`src/rtl/interrupt_request_ctrl.sv`:
```
// Requester side of the interrupt handshake: synchronises two external lines, latches
// and arbitrates pending requests (ID1 > ID0). Define INT_EDGE_TRIG_EN for edge mode.
module interrupt_request_ctrl #(
   parameter int SYNC_STAGES = 2,
   parameter int HOLD_CYCLES = 2
) (
   input  logic       Clock,
   input  logic       SysReset,
   input  logic [1:0] ExtIrq,
   input  logic [1:0] IntMask,
   input  logic       IntAck,
   output logic       IRQ_Int,
   output logic       IID_Sync,
   output logic [1:0] Pending,
   output logic       AckErr
);
   localparam int CNT_W = (HOLD_CYCLES > 1) ? $clog2(HOLD_CYCLES) : 1;

   typedef enum logic [1:0] {
      IDLE = 2'd0,
      REQ  = 2'd1,
      HOLD = 2'd2
   } stateT;

   stateT            stateReg;
   logic [CNT_W-1:0] holdCntReg;
   logic [1:0]       syncLine;
   logic [1:0]       pendingNext;
   logic [1:0]       eligible;

   genvar gi;
   generate
      for (gi = 0; gi < 2; gi++) begin : gLine
         logic [SYNC_STAGES-1:0] chainReg;

         always_ff @(posedge Clock or negedge SysReset) begin
            if (!SysReset) begin
               chainReg <= '0;
            end else begin
               chainReg <= {chainReg[SYNC_STAGES-2:0], ExtIrq[gi]};
            end
         end

         assign syncLine[gi] = chainReg[SYNC_STAGES-1];
      end
   endgenerate

`ifdef INT_EDGE_TRIG_EN
   logic [1:0] syncDlyReg;
   logic [1:0] setVec;
   logic [1:0] clrVec;

   always_ff @(posedge Clock or negedge SysReset) begin
      if (!SysReset) begin
         syncDlyReg <= '0;
      end else begin
         syncDlyReg <= syncLine;
      end
   end

   assign setVec = syncLine & ~syncDlyReg;

   // Only an ack that actually retires the requested ID clears its pending bit.
   always_comb begin
      clrVec = 2'b00;
      if (IntAck && (stateReg == REQ)) begin
         clrVec = {IID_Sync, ~IID_Sync};
      end
   end

   assign pendingNext = (Pending & ~clrVec) | setVec;
`else
   assign pendingNext = syncLine;
`endif

   always_ff @(posedge Clock or negedge SysReset) begin
      if (!SysReset) begin
         Pending <= 2'b00;
      end else begin
         Pending <= pendingNext;
      end
   end

   assign eligible = Pending & ~IntMask;

   always_ff @(posedge Clock or negedge SysReset) begin
      if (!SysReset) begin
         stateReg   <= IDLE;
         holdCntReg <= '0;
         IRQ_Int    <= 1'b0;
         IID_Sync   <= 1'b0;
         AckErr     <= 1'b0;
      end else begin
         AckErr <= IntAck && (stateReg != REQ);
         case (stateReg)
            IDLE: begin
               if (eligible != 2'b00) begin
                  stateReg <= REQ;
                  IRQ_Int  <= 1'b1;
                  IID_Sync <= eligible[1];
               end
            end
            REQ: begin
               if (IntAck) begin
                  stateReg   <= HOLD;
                  IRQ_Int    <= 1'b0;
                  holdCntReg <= CNT_W'(HOLD_CYCLES - 1);
               end else if (!eligible[IID_Sync]) begin
                  // Requested ID withdrawn or masked: fall back to the other one if possible.
                  if (eligible[~IID_Sync]) begin
                     IID_Sync <= ~IID_Sync;
                  end else begin
                     stateReg <= IDLE;
                     IRQ_Int  <= 1'b0;
                  end
               end else if (!IID_Sync && eligible[1]) begin
                  IID_Sync <= 1'b1;
               end
            end
            HOLD: begin
               IRQ_Int <= 1'b0;
               if (holdCntReg == '0) begin
                  stateReg <= IDLE;
               end else begin
                  holdCntReg <= holdCntReg - 1'b1;
               end
            end
            default: begin
               stateReg <= IDLE;
               IRQ_Int  <= 1'b0;
            end
         endcase
      end
   end
endmodule

```
`config.mk`:
```
export PLATFORM = sky130hd
export DESIGN_NAME = interrupt_request_ctrl
export DESIGN_NICKNAME = d
export VERILOG_FILES = /design/src/rtl/interrupt_request_ctrl.sv
export SDC_FILE = /design/constraint.sdc
export NUM_CORES = 1
export LEC_CHECK = 0
export ABC_CLOCK_PERIOD_IN_PS = 1250
export BUFFER_PORTS_ARGS = -buffer_cell sky130_fd_sc_hd__buf_2
export CAP_MARGIN = 10
export CORE_AREA = 4 4 41 43
export DETAILED_ROUTE_END_ITERATION = 8
export DIE_AREA = 0 0 45 47
export PLACE_DENSITY = 0.5
export SLEW_MARGIN = 15
export SYNTH_ARGS = -nofsm -noshare
export SYNTH_HDL_FRONTEND = slang
export SYNTH_SLANG_ARGS = --single-unit
export TNS_END_PERCENT = 5
```
`constraint.sdc`:
```
create_clock -name Clock -period 1.25 [get_ports Clock]
set_input_delay 0.0625 -clock Clock [delete_from_list [all_inputs] [get_ports Clock]]
set_output_delay 0.0625 -clock Clock [all_outputs]
set_load 0.05 [all_outputs]
```
* After elaboration in Yosys (flattened, before gate mapping)
Cells that the tools add are included. Widths: inputs -> output; s select.
Cells by class: eq/ne operators 11, multiplexer cells 24, bitwise logic cells 3, reductions and logical operators 11, magnitude comparators 2, $add $sub $neg 1
Operators by type and width (count):
- $mux 1 | 15
- $ne 3x3->1 const B | 4
- $mux 2 | 5
- $ne 2x2->1 const B | 4
- $pmux 1 s2 | 3
- $pmux 2 s3 | 1
- $reduce_bool 2->1 | 3
- $reduce_and 5->1 | 1
- $lt 1x2->1 const B | 2
- $reduce_and 4->1 | 1
- $reduce_and 3->1 | 1
- $and 2x2->2 | 1
- $eq 2x1->1 const B | 1
- $eq 2x2->1 const B | 1
- $logic_and 1x1->1 | 2
- $logic_not 2->1 | 1
- $ne 2x1->1 const B | 1
- $not 2->2 | 1
- $reduce_and 2->1 | 1
- $logic_not 1->1 | 1
- $not 1->1 | 1
- $sub 1x1->1 const B | 1
Word-level totals: bits in registers 12, bits of input ports 7, output and inout bits 5

* Depth between registers and ports, before layout
depth after elaboration 8, gate-level depth with buffers 3

* Worst setup path before layout
No wires, ideal clock.
kind register to register, from reg Pending[0], to reg IID_Sync, period minus slack after synthesis 1225 ps, setup slack 25 ps, data required time 1129 ps, arrival time 1104 ps, stages on the path, launching flop included 4, buffers on the path 0, path through dfrtp_1 and2b_1 nand2_1 a22o_1
Between the ends: word-level cells in the longest chain between the ends 6, elaborated cells on any way between the ends 13
RTL lines:
- from (decl) | RTL line 14 | output logic [1:0] Pending,
- from (signal assigned) | RTL line 80 | Pending <= pendingNext;
- $and 2x2->2 * | RTL line 84 | assign eligible = Pending & ~IntMask;
- $mux 1 (implied by the code) (2 in a row) | RTL line 108 | end else if (!eligible[IID_Sync]) begin
- $mux 1 | RTL line 108
- $mux 1 | RTL line 104 | if (IntAck) begin
- $pmux 1 s2 | RTL line 95 | case (stateReg)
- to (signal assigned) | RTL line 100 | IID_Sync <= eligible[1];
- to (signal assigned) | RTL line 111 | IID_Sync <= ~IID_Sync;
- to (decl) | RTL line 13 | output logic IID_Sync,
Every way passes the cells marked *; elsewhere a longest branch is shown, timed or not. The select of a mux whose other input is x is not followed. A chain may end at the register's enable or synchronous reset.

* Final worst setup path
from reg stateReg[0], to reg IID_Sync
Between the ends: word-level cells in the longest chain between the ends 3, elaborated cells on any way between the ends 9
RTL lines:
- from (decl) | RTL line 25 | stateT stateReg;
- from (signal assigned) | RTL line 88 | stateReg <= IDLE;
- from (signal assigned) | RTL line 98 | stateReg <= REQ;
- from (signal assigned) | RTL line 105 | stateReg <= HOLD;
- $eq 2x1->1 / $logic_not 2->1 (equally long branches) | RTL line 95
- $ne 3x3->1 (no source line), or another cell as far along
- $reduce_and 5->1 (no source line)
Parallel ways exist; a longest one is shown, timed or not.

==> impl_metrics.json <==
{
  "layout_min_cycle_time_ns": 1.030,
  "arrival_ns": 1.20,
  "layout.cells.non_filler": 62,
  "ys_ff_latch": 12,
  "dieArea_um2": 2115,
  "synthCells": 29,
  "busiest_layer": "met2",
  "whs_ns": 0.07612,
  "fmax_mhz": 970.5,
  "initial_core_util": 0.3144,
  "critPathMaxFanout": 6,
  "row_count": 13,
  "rsz0062_at_grt": "no",
  "routabilityCongestion": 0.6811,
  "fin_ws_ns": 0.2196,
  "hold_buffers": 3,
  "syn_area_per_cell_um2": 14.11,
  "worstPathCellList": "a21oi_2 -> nand2_1 -> a22o_1",
  "finish.instance_area_um2": 549.3,
  "crit_type": "flop to flop",
  "syn-num-nets": 36,
  "die_w_um": 45,
  "antennaDiodeCount": 0,
  "cts.repair.resized": 0,
  "wl_per_cell_um": 11.19,
  "clock_path_buffers": 2,
  "fillers": 137,
  "ir_worst_vdd_v": 0.0008167,
  "final_nets": 55,
  "pre_cts_slack_ns": 0.2258,
  "dr.pass1.iters": 3,
  "ys_types": 14,
  "p_leak_nw": 0.2666,
  "dr_total_vias": 286,
  "seq_area_frac_synth": 0.7339,
  "gr-usage-met2": 0.1243,
  "place.detailed.hpwl_um": 516.4,
  "die_y_um": 47,
  "drt_iter0_markers": 2,
  "fp.coreArea_um2": 1301,
  "fin_skew_ns": 0.01042,
  "end_kind": "flop",
  "outcome": "finished, final reports clean",
  "wl_um": 694,
  "drc": 0,
  "slowest_stage": "dfrtp_1",
  "finalMaxSlewViolations": 0,
  "grt_max_degree": 13,
  "drive_above_1_share": 0.3617,
  "syn-cell-area_um2": 409.1,
  "ant_nets": 0,
  "clk_pin_slew_worst_paths_ns": 0.08,
  "antenna_found_initial": 0,
  "overflow": 0,
  "cts_tree": "done",
  "slew_headroom": 0.8237,
  "timing.critical_path.from_type": "flop",
  "cts_buffers": 3,
  "syn2layout_area_growth_pct": 34.25,
  "post-cts-setup-buffer-count": 0,
  "clk_latency_ns": 0.27,
  "viasPerCell": 4.613,
  "worst_pin_slew_ns": 0.2644,
  "worstPathRequired_ns": 1.42,
  "port_buffers": 11,
  "clkSinkCount": 12,
  "period_share": 0.8243,
  "final_core_util": 0.4221,
  "place_inst": 55,
  "track_usage": 0.08199,
  "critPathMaxStageDelay_ns": 0.44,
  "use_met3": 0.02682,
  "drv_cap": 0,
  "clock-root-buffer": "clkbuf_4",
  "yosysWarnings": 0,
  "grt_pass1_vias": 279,
  "num_io_pins": 12,
  "finalSetupTns_ns": 0,
  "setup_viol": 0,
  "p_per_area_nw_per_um2": 2134,
  "p_total_mw": 1.172,
  "hp-class": "primary input to flop",
  "grt_pass1_wl_um": 1179,
  "dpl-instance-area_um2": 483.0,
  "final-hold-violation-count": 0,
  "grt_use_met1": 0.09330,
  "cts-htree-levels": 1
}
-- cells by family after synthesis --
group	synth area share
DFF	0.7339
AOI/OAI and AO/OA	0.1682
buffers and inverters	0.02752
and+or+nand+nor	0.07029
-- cells in the final DEF, fill, tap and decap left out --
cell type / count
a22o_2: 1
a21oi_1: 1
nand2_1: 1
clkbuf_8: 1
o2111ai_1: 1
a21oi_2: 1
dlygate4sd3_1: 3
dfrtp_1: 12
buf_2: 11
inv_1: 3
and2b_1: 2
a22o_1: 1
nand3_1: 1
nor3_1: 1
o21ai_0: 1
o21a_1: 1
o31ai_1: 2
clkbuf_4: 3
-- area by class of cell --
class	instances	area, um^2	share of cell area
Sequential cell	12	300.3	0.5467
Multi-Input combinational cell	14	97.59	0.1777
Timing Repair Buffer	14	85.08	0.1549
Clock buffer	4	36.28	0.06606
Tap cell	15	18.77	0.03417
Inverter	3	11.26	0.02050
-- cell usage after synthesis --
cell type | instances | area share
o21ai_0 | 1 | 0.012
nand3_1 | 1 | 0.012
o31ai_1 | 2 | 0.037
o2111ai_1 | 1 | 0.021
a21oi_1 | 1 | 0.012
a21oi_2 | 1 | 0.021
o21a_1 | 1 | 0.018
nor3_1 | 1 | 0.012
a22o_1 | 1 | 0.021
and2b_1 | 2 | 0.037
inv_1 | 3 | 0.028
dfrtp_1 | 12 | 0.73
a22o_2 | 1 | 0.024
nand2_1 | 1 | 0.0092
-- per-layer routing --
layer,up-vias,share of wire
li1,138,-
met1,138,0.42
met2,10,0.48
met3,0,0.098
met4,0,0
met5,-,0
-- power breakdown --
| group | total (mW) | switching, mW | internal, mW | leakage, nW |
|---|---|---|---|---|
| Sequential | 0.525 | 0.0563 | 0.469 | 0.142 |
| Clock | 0.304 | 0.127 | 0.177 | 0.0210 |
| Combinational | 0.343 | 0.233 | 0.110 | 0.103 |
-- path summary, 6_finish.rpt --
kind	start	to	slack (ns)	cells after the start
min in group asynchronous	SysReset	IID_Sync$_DFFE_PN0P_	0.18	2
min	IntAck	AckErr$_DFF_PN0_	0.08	3
max	stateReg[0]$_DFFE_PN0P_	IID_Sync$_DFFE_PN0P_	0.22	3
max in group asynchronous	SysReset	gLine[1].chainReg[1]$_DFF_PN0_	0.84	2
min reg2reg	gLine[1].chainReg[1]$_DFF_PN0_	Pending[1]$_DFF_PN0_	0.35	0
max reg2reg	stateReg[0]$_DFFE_PN0P_	IID_Sync$_DFFE_PN0P_	0.22	3
-- worst max-delay path, delay by kind of cell (launching register included) --
kind | cells | cell delay [ns]
DFF | 1 | 0.44
and+or+nand+nor | 1 | 0.07
AOI/OAI and AO/OA | 2 | 0.42
-- registers in the layout, indices dropped and copies added (netlist names) --
name	count
holdCntReg	1
AckErr	1
gLine.chainReg	4
IRQ_Int	1
Pending	2
stateReg	2
IID_Sync	1
No activity file was read; power rests on OpenSTA's default activity.
